[src/rtl/transposer_pkg.sv]
// Shared state type and default sizing for the MVU bit-plane data transposer.
package transposer_pkg;

  typedef enum logic [1:0] {
    IDLE,
    COLLECT,
    WRITE
  } tp_state_e;

  localparam int TP_NUM_WORDS = 64;
  localparam int TP_MAX_PREC  = 16;

endpackage

[src/rtl/mvu_data_transposer.sv]
// Collects NUM_WORDS scalar elements and writes them to MVU RAM as bit planes.
// Build option MVU_TRANSPOSER_LSB_FIRST_EN puts the LSB plane at the base address.
//
// state   | meaning
// IDLE    | waiting for the first strobe of a batch
// COLLECT | capturing elements 1..NUM_WORDS-1 on each strobe
// WRITE   | issuing one plane write per cycle, then returning to IDLE
module mvu_data_transposer
  import transposer_pkg::*;
#(
  parameter int NUM_WORDS     = TP_NUM_WORDS,
  parameter int XLEN          = 32,
  parameter int MVU_ADDR_LEN  = 15,
  parameter int MVU_DATA_LEN  = TP_NUM_WORDS,
  parameter int MAX_DATA_PREC = TP_MAX_PREC
) (
  input  logic                    clk,
  input  logic                    rst_n,
  input  logic [31:0]             prec,
  input  logic [31:0]             baddr,
  input  logic [XLEN-1:0]         iword,
  input  logic                    start,
  output logic                    busy,
  output logic                    mvu_wr_en,
  output logic [MVU_ADDR_LEN-1:0] mvu_wr_addr,
  output logic [MVU_DATA_LEN-1:0] mvu_wr_word
);

  localparam int WCW = $clog2(NUM_WORDS);
  localparam int PW  = $clog2(MAX_DATA_PREC + 1);
  localparam int BW  = $clog2(MAX_DATA_PREC);

  tp_state_e               state;
  logic [WCW-1:0]          w_cnt;
  logic [PW-1:0]           p_cnt;
  logic [PW-1:0]           prec_eff_q;
  logic [PW-1:0]           prec_eff_d;
  logic [MVU_ADDR_LEN-1:0] baddr_q;
  logic [MAX_DATA_PREC-1:0] elem [NUM_WORDS];
  logic [BW-1:0]           bit_sel;
  logic [MVU_DATA_LEN-1:0] plane;
  logic                    unused_in_bits;

  assign unused_in_bits = ^{baddr[31:MVU_ADDR_LEN], iword[XLEN-1:MAX_DATA_PREC]};

  always_comb begin
    prec_eff_d = PW'(prec);
    if (prec == 32'd0) begin
      prec_eff_d = PW'(1);
    end else if (prec > 32'(MAX_DATA_PREC)) begin
      prec_eff_d = PW'(MAX_DATA_PREC);
    end
  end

`ifdef MVU_TRANSPOSER_LSB_FIRST_EN
  assign bit_sel = BW'(p_cnt);
`else
  assign bit_sel = BW'(prec_eff_q - p_cnt - PW'(1));
`endif

  always_comb begin
    plane = '0;
    for (int i = 0; i < NUM_WORDS; i++) begin
      plane[i] = elem[i][bit_sel];
    end
  end

  // Element buffer carries no reset; its contents only matter once a batch is collected.
  always_ff @(posedge clk) begin
    if (start) begin
      if (state == IDLE) begin
        elem[0] <= iword[MAX_DATA_PREC-1:0];
      end else if (state == COLLECT) begin
        elem[w_cnt] <= iword[MAX_DATA_PREC-1:0];
      end
    end
  end

  always_ff @(posedge clk) begin
    if (!rst_n) begin
      state       <= IDLE;
      busy        <= 1'b0;
      mvu_wr_en   <= 1'b0;
      mvu_wr_addr <= '0;
      mvu_wr_word <= '0;
      w_cnt       <= '0;
      p_cnt       <= '0;
      prec_eff_q  <= PW'(1);
      baddr_q     <= '0;
    end else begin
      case (state)
        IDLE: begin
          mvu_wr_en <= 1'b0;
          if (start) begin
            prec_eff_q <= prec_eff_d;
            baddr_q    <= baddr[MVU_ADDR_LEN-1:0];
            w_cnt      <= WCW'(1);
            busy       <= 1'b1;
            state      <= COLLECT;
          end
        end
        COLLECT: begin
          if (start) begin
            if (w_cnt == WCW'(NUM_WORDS - 1)) begin
              w_cnt <= '0;
              p_cnt <= '0;
              state <= WRITE;
            end else begin
              w_cnt <= w_cnt + WCW'(1);
            end
          end
        end
        WRITE: begin
          // One extra cycle after the last plane lets wr_en and busy fall together.
          if (p_cnt < prec_eff_q) begin
            mvu_wr_en   <= 1'b1;
            mvu_wr_addr <= baddr_q + MVU_ADDR_LEN'(p_cnt);
            mvu_wr_word <= plane;
            p_cnt       <= p_cnt + PW'(1);
          end else begin
            mvu_wr_en <= 1'b0;
            busy      <= 1'b0;
            state     <= IDLE;
          end
        end
        default: state <= IDLE;
      endcase
    end
  end

endmodule

[config.mk]
export PLATFORM = sky130hd
export DESIGN_NAME = mvu_data_transposer
export DESIGN_NICKNAME = d
export VERILOG_FILES = /design/src/rtl/transposer_pkg.sv /design/src/rtl/mvu_data_transposer.sv
export SDC_FILE = /design/constraint.sdc
export NUM_CORES = 1
export LEC_CHECK = 0
export ABC_AREA = 1
export CORE_MARGIN = 3
export CORE_UTILIZATION = 44
export CTS_BUF_LIST = sky130_fd_sc_hd__clkbuf_16
export CTS_CLUSTER_SIZE = 14
export DETAILED_ROUTE_END_ITERATION = 6
export SLEW_MARGIN = 20
export SYNTH_ARGS = -nofsm -noshare
export SYNTH_HDL_FRONTEND = slang
export SYNTH_SLANG_ARGS = --single-unit
[constraint.sdc]
create_clock -name clk -period 7.58 [get_ports clk]
set_input_delay 0.758 -clock clk [delete_from_list [all_inputs] [get_ports clk]]
set_output_delay 0.758 -clock clk [all_outputs]
set_load 0.02 [all_outputs]
# After elaboration in Yosys (flattened, before gate mapping)
# Memories as Yosys holds them, arrays and structs flattened.
# Index checks and enable logic that the tools add are counted.
# W data, S select, Z words.
dict set report word_totals {
  regBits 114
  mem_bits_rw 1024
  in_bits 99
  output_inout_bits 81
  elab_cells 196
  memories 1
}
# name words width read_ports rd_ports_with_merged_regs wr line
set memory_table {}
lappend memory_table {elem 64 16 64 0 1 mvu_data_transposer.sv:39} ;# logic [MAX_DATA_PREC-1:0] elem [NUM_WORDS];
dict set report op_classes {
  add_sub_neg 5
  order_cmp 3
  eq_ne 8
  n_mux 158
  reduce_logical 12
}
# cell count
set op_table {}
lappend op_table {{$bmux W1 S4} 64}
lappend op_table {{$mux W1} 75}
lappend op_table {{$gt A32 B5 Y1 const B} 1}
lappend op_table {{$logic_not A32 Y1} 1}
lappend op_table {{$mux W5} 5}
lappend op_table {{$mux W6} 4}
lappend op_table {{$mux W16} 1}
lappend op_table {{$reduce_or A16 Y1} 1}
lappend op_table {{$add A15 B5 Y15} 1}
lappend op_table {{$pmux W6 S2} 1}
lappend op_table {{$pmux W5 S2} 1}
lappend op_table {{$mux W2} 4}
lappend op_table {{$ne A2 B2 Y1 const B} 4}
lappend op_table {{$reduce_and A4 Y1} 2}
lappend op_table {{$add A6 B1 Y6 const B} 1}
lappend op_table {{$eq A6 B6 Y1 const B} 1}
lappend op_table {{$pmux W2 S3} 1}
lappend op_table {{$reduce_and A3 Y1} 2}
lappend op_table {{$reduce_bool A2 Y1} 3}
lappend op_table {{$add A5 B1 Y5 const B} 1}
lappend op_table {{$lt A4 B5 Y1 const B} 1}
lappend op_table {{$lt A5 B5 Y1} 1}
lappend op_table {{$pmux W1 S2} 2}
lappend op_table {{$reduce_and A2 Y1} 2}
lappend op_table {{other kinds (6)} 6}

# Depth between registers and ports, before layout
# Gate-level depths: netlist of the first run.
dict set report logic_depth {
  ltp_word 7
  depth_mapped 15
  mapped_depth_nobuf 12
}

# Least setup slack after synthesis of the first run
# OpenSTA, ideal clock, no wires.
dict set report synth_path {
  path_type {in2reg}
  start {input port start}
  end {memory elem[42][0] (netlist bit) (enable)}
  setup_ns 0.388
  t_arrival_ns 2.207
  required_ns 7.192
  setup_slack_ns 4.985
  stages 6
  path_buffers 0
  path_cell_list {inv_1 > nor2_4 > inv_2 > nand2_1 > nand3_1 > nor2_1}
}
dict set report synth_via {
  elab_chain_cells 4
  elab_cells_between_ends 7
  cone_classes {mux (6); reduce/logical (1)}
}
# element line
set synth_rtl {}
lappend synth_rtl {{start, declared} mvu_data_transposer.sv:22} ;# input logic start,
lappend synth_rtl {{$mux W1} mvu_data_transposer.sv:70} ;# if (start) begin
lappend synth_rtl {{$mux W1 (not written as such)} mvu_data_transposer.sv:74} ;# elem[w_cnt] <= iword[MAX_DATA_PREC-1:0];
lappend synth_rtl {{$reduce_or A16 Y1 (no line)} --}
lappend synth_rtl {{$mux W6 (no line) / $mux W1 (equally long branches)} --}
lappend synth_rtl {{end, declared} mvu_data_transposer.sv:39}
# Parallel ways exist; a longest one is shown, timed or not.

# Final worst setup path of the first run
dict set report layout_path {
  start {register p_cnt[0]}
  end {register mvu_wr_word[31]}
}
dict set report layout_via {
  elab_chain_cells 4
  elab_cells_between_ends 6
  cone_classes {add/sub (2); order compare (1); mux (2); reduce/logical (1)}
}
# element line
set layout_rtl {}
lappend layout_rtl {{start, declared} mvu_data_transposer.sv:35} ;# logic [PW-1:0] p_cnt;
lappend layout_rtl {{start signal, assigned} mvu_data_transposer.sv:119} ;# p_cnt <= p_cnt + PW'(1);
lappend layout_rtl {{$sub A4 B4 Y4} mvu_data_transposer.sv:58} ;# assign bit_sel = BW'(prec_eff_q - p_cnt - PW'(1));
lappend layout_rtl {{$sub A4 B1 Y4} mvu_data_transposer.sv:58}
lappend layout_rtl {{$bmux W1 S4} mvu_data_transposer.sv:64} ;# plane[i] = elem[i][bit_sel];
lappend layout_rtl {{$mux W1 (not written as such)} mvu_data_transposer.sv:64}
lappend layout_rtl {{end signal, assigned} mvu_data_transposer.sv:118} ;# mvu_wr_word <= plane;
lappend layout_rtl {{end, declared} mvu_data_transposer.sv:26} ;# output logic [MVU_DATA_LEN-1:0] mvu_wr_word
# Parallel ways exist; a longest one is shown, timed or not. The select of a mux whose other input is x is not followed.
# A chain may end at the register's enable or synchronous reset.

==> flow_summary.ini, run 1 <==
[synthesis]
netlist_area_mm2 = 0.0462
avgSynthCellArea_um2 = 11.5
yosysMostFrequentCell = edfxtp_1
synth_area_leader_cell = edfxtp_1
synth_seq_cells = 1138
synth_ff_type = edfxtp_1
syn_nets = 4115
ys_types = 33
async_flop_share = 0
yosysWarnings = 0
ys_seq_area_frac = 0.715
yosys-top-cells-area = edfxtp_1, nor2_1, nand3_1, o21ai_0, dfxtp_1
synth_common_cells = edfxtp_1, nor2_1, nand3_1
synth_top_cell_area_share = 0.666
synth-edff-count = 1024
synthesis.instances = 4000

[grt]
gr-total-overflow = 0
grt_max_degree = 190
grt_usage = 0.216
grt_pass1_wl_um = 177000
grt_pass1_vias = 28400
antenna_found_initial = 2

[final_layout]
nets = 4217
stdcell_count = 5580
drive_gt1_frac = 0.0710
fin_util = 0.507
area_delta_synth_final_pct = 13.9
antenna_cells = 0

[placed_design]
routabilityCongestion = 0.788
port_buffers = 146
dpl.cell_count = 5365
dp_hpwl_um = 55400
dp_slack_ns = 3.34

[floorplanning]
fp.dieH_um = 330
dieArea_mm2 = 0.109
dieWidth_um = 330
io-pin-count = 180
design.core.area_mm2 = 0.104
start_util = 0.445
rows = 118

[cts]
post_cts_buffers = 0
h-tree-depth = 3
cts-hold-fix-buffers = 0
cts_resized = 0
clockRootBuffer = clkbuf_16
clkLatencyLatePin_ns = 0.69
cts_tree = yes
cts_buffers = 115
ctsLongestPathBuffers = 3
clk_pin_slew_worst_paths_ns = 0.06
clock-sinks = 1138

[timing]
whs_ns = 0.456
rsz0062_at_grt = no
drv_slew = 0
finClkSkew_ns = 0.0283
worstMarginPinSlew_ns = 1.17
finalCriticalPeriod_ns = 4.11
layout_setup_ws_ns = 3.47
relSlewSlack = 0.220
fin_setup_tns_ns = 0
finalCritPeriodShare = 0.542
max_freq_mhz = 243
hold_viol = 0
setup_viol = 0

[drt]
vias_per_cell = 5.37
via_count = 30000
drc_errors = 0
postRouteAntennaNets = 0
wl_um = 119000
drtIter0Drc = 3003
post_drt_wl_per_cell_um = 21.3
firstDrtPassIters = 5

[flow_run]
cap_violations = 0

[critical_path]
crit_fanout = 142
end_kind = flop
worstSetupPathType = flop to flop
arrival_ns = 4.69
crit_required_ns = 8.16
start_kind = flop

[min_path]
hold_class = input port to flop

[run_status]
status = completed

[power]
p_leak_nw = 18.5
ir_drop_mv = 0.181
p_per_area_mw_per_mm2 = 255
-- worst max-delay path, cell delays in order, from the launching register on --
cell and delay [ns]:
dfxtp_1 0.42, inv_1 0.13, ha_4 0.17, inv_1 0.09, fa_4 0.85, inv_8 0.70
buf_12 0.67, nor2_1 0.11, o21ai_0 0.10, nand3_1 0.10, nand3_1 0.13, nand3_1 0.23
nand2_1 0.13, inv_1 0.04
-- path summary, 6_finish.rpt --
path	cells after the start	end	slack [ns]	start
min reg2reg	2	busy	0.46	busy
min	1	elem[18][0]	0.46	iword[0]
max	13	mvu_wr_word[31]	3.47	p_cnt[0]
max reg2reg	13	mvu_wr_word[31]	3.47	p_cnt[0]
-- state kept, by name (all words and copies together), names as in the netlist --
register,cells
p_cnt,5
prec_eff_q,5
w_cnt,6
mvu_wr_en,1
baddr_q,15
mvu_wr_addr,15
elem,1024
busy,1
mvu_wr_word,64
state,2
-- layout make-up --
| type | instances | area [um^2] |
|---|---|---|
| clock inverter | 99 | 783 |
| tap | 1380 | 1730 |
| fill | 8927 | 51200 |
| multi-input combinational | 2363 | 11100 |
| timing repair buffer | 228 | 2080 |
| inverter | 256 | 998 |
| clock buffer | 116 | 2900 |
| sequential | 1138 | 33000 |
-- where the power goes --
part	switching, mW	total (mW)	internal [mW]
registers	0.0117	6.86	6.85
logic	0.739	1.01	0.272
clock network	2.34	5.52	3.17
-- routing by layer --
metal / up-vias / track usage / share of wire
met5: - / 0 / 0
met4: 0 / 0.0662 / 0.025
li1: 14200 / - / -
met2: 968 / 0.360 / 0.48
met1: 14600 / 0.296 / 0.43
met3: 179 / 0.0285 / 0.066
-- per-stage QoR --
step | instance area (um^2) | total power, mW
global route | 52600 | 13.8
CTS | 52600 | 13.5
floorplan | 46200 | 7.63
finish | 52600 | 13.4
global placement | 48800 | 8.00
detailed placement | 48900 | 8.01
-- cells in the final DEF, fill, tap and decap left out, types with 2 or more instances in the layout --
cell,n
a21oi_2,12
o21ai_1,69
buf_4,95
clkinv_8,4
nor2_1,874
xor2_1,5
clkinv_2,16
o21ai_0,469
nor3_1,8
clkdlybuf4s50_1,129
nand2_1,164
dfxtp_1,114
bufinv_16,12
xor2_4,3
nor2_2,22
ha_1,13
xnor2_1,2
clkbuf_16,116
nand3_1,481
buf_12,3
nand4_1,4
edfxtp_1,1024
inv_6,3
clkinvlp_4,4
clkinv_1,29
a21oi_1,155
nand3b_1,2
o21a_1,71
inv_1,284
-- logic make-up after synthesis --
| group | Yosys count | synth area share |
|---|---|---|
| adders and majority gates | 16 | 0.00466 |
| xor gates and xnor gates | 10 | 0.00222 |
| and+or+nand+nor | 1558 | 0.141 |
| DFF | 1138 | 0.715 |
| AOI/OAI and AO/OA | 779 | 0.0894 |
| buffers and inverters | 499 | 0.0477 |
Note: power is estimated with default switching activity, not from simulation.
==> run 2: changes to the inputs <==
- clock period: 7.58 -> 4 ns (I/O delays scaled with it)
==> run 2 against run 1 <==
Non-clock buffer count up 33. Critical path depth unchanged. Largest cell class unchanged. Cell count is 0.54% higher. Fmax increased by 31%. Combinational power rose by 95%. Worst setup slack got worse by 2.6 ns. Flip-flop and latch count did not move. Critical endpoint is now mvu_wr_word[1]. Register-to-register slack worse by 2.6 ns. Highest routed layer unchanged. Clock power up 88%. Largest power group unchanged. Die area is the same.
==> flow_summary.ini, run 2 (synthesis results as in run 1) <==
[run_status]
status = completed

[placed_design]
routabilityCongestion = 0.795
port_buffers = 146
dp_hpwl_um = 56100

[timing]
rsz0062_at_grt = no
relSlewSlack = 0.236
drv_slew = 0
finalCritPeriodShare = 0.785
hold_viol = 0
worstMarginPinSlew_ns = 1.15
finalCriticalPeriod_ns = 3.14
max_freq_mhz = 319
fin_setup_tns_ns = 0
setup_viol = 0
finClkSkew_ns = 0.0374
whs_ns = 0.110

[floorplanning]
rows = 118
dieWidth_um = 330
fp.dieH_um = 330
design.core.area_mm2 = 0.104
start_util = 0.445
dieArea_mm2 = 0.109
io-pin-count = 180

[critical_path]
crit_family = buffers and inverters
crit_fanout = 40
start_kind = flop
cp_cell_sequence = inv_1 -> ha_4 -> inv_1 -> fa_4 -> inv_8 -> buf_4 -> nor2_1 -> o21ai_0 -> nand3_1 -> nand3_1 -> nand3_1 -> nand2_1 -> inv_1
critPathBufInv = 5
crit_required_ns = 4.57
slowest_stage = fa_4
worstSetupPathType = flop to flop
end_kind = flop
critPathMaxStageDelay_ns = 0.76
arrival_ns = 3.71

[cts]
clk_pin_slew_worst_paths_ns = 0.06
clockRootBuffer = clkbuf_16
h-tree-depth = 3
ctsLongestPathBuffers = 3
cts_tree = yes
cts_buffers = 115
clock-sinks = 1138
post_cts_buffers = 0
cts-hold-fix-buffers = 0
cts_resized = 0
clkLatencyLatePin_ns = 0.70

[final_layout]
final_common_cell = edfxtp_1
multiInputGateArea_mm2 = 0.0110
area_delta_synth_final_pct = 14.7
top_register = elem
reg_top3 = elem (1024), mvu_wr_word (64)
largest_register_ff_count = 1024
n_fill_cell = 8997
antenna_cells = 0
final_cell_mix = edfxtp_1, nor2_1, nand3_1
ff_latch_area_mm2 = 0.0330
nets = 4250
drive_gt1_frac = 0.0728

[grt]
grt_pass1_vias = 28800
antenna_found_initial = 1
gr-total-overflow = 0
grt_pass1_wl_um = 179000
grt_max_degree = 186
grt_usage = 0.218

[drt]
wl_um = 120000
postRouteAntennaNets = 0
wl_met1_um = 52100
dr.max_layer_used = met4
drtIter0Drc = 2992
route.met3.wl_um = 7490
vias_per_cell = 5.34
firstDrtPassIters = 5
dr_wl_met2_um = 57300
via_count = 29900
post_drt_wl_per_cell_um = 21.4
drc_errors = 0

[min_path]
hold_class = input port to flop

[power]
p_per_area_mw_per_mm2 = 480
p_leak_nw = 18.8
ir_drop_mv = 0.320

[flow_run]
cap_violations = 0
run 2: cell types whose count changed in the layout (fill, tap and decap cells not counted), moves of 2 or more:
cell      change
clkinv_8      -4
nor2_1       +21
inv_16        +3
buf_12       +19
clkinv_1      +6
clkinv_2      -2
buf_4        +15
nor2_2       -21
inv_1         -7
run 2: power breakdown:
part / switching [mW] / internal [mW] / leakage, nW / total, mW
logic: 1.42 / 0.558 / 6.74 / 1.97
registers: 0.0219 / 13.0 / 10.1 / 13.0
clock network: 4.44 / 5.98 / 1.88 / 10.4
run 2: routing by layer:
| layer | GRT usage | vias to the layer above |
|---|---|---|
| met4 | 0.0622 | 0 |
| met3 | 0.0286 | 175 |
| li1 | - | 14300 |
| met2 | 0.362 | 976 |
| met5 | 0 | - |
| met1 | 0.302 | 14500 |
run 2: path summary, 6_finish.rpt:
path	startpoint	endpoint	slack, ns	depth (start not counted)
max	p_cnt[0]	mvu_wr_word[1]	0.86	13
min	rst_n	mvu_wr_word[49]	0.11	4
max reg2reg	p_cnt[0]	mvu_wr_word[1]	0.86	13
min reg2reg	mvu_wr_en	mvu_wr_en	0.46	2
run 2: area by class of cell:
type	count	area share
Tap cell	1380	0.0326
Clock inverter	95	0.0138
Sequential cell	1138	0.624
Clock buffer	117	0.0553
Timing Repair Buffer	261	0.0483
Multi-Input combinational cell	2363	0.208
Inverter	256	0.0186
run 2: through the flow:
step	cell area (um^2)	power, mW	worst slack (ns)	instances	util
after CTS	53000	25.6	0.836	5610	0.510
after floorplan	46200	14.5	1.63	4000	-
after global placement	49300	15.2	0.862	5398	0.475
after global routing	53000	26.3	0.662	5610	0.510
after detailed placement	49300	15.2	0.845	5398	0.475
final	53000	25.4	0.861	5610	0.510
run 2: worst register-to-register path, stage by stage (launching register included):
cell and delay [ns]:
dfxtp_1 0.39, inv_1 0.11, ha_4 0.17, inv_1 0.09, fa_4 0.76, inv_8 0.34
buf_4 0.49, nor2_1 0.10, o21ai_0 0.10, nand3_1 0.10, nand3_1 0.12, nand3_1 0.14
nand2_1 0.10, inv_1 0.04
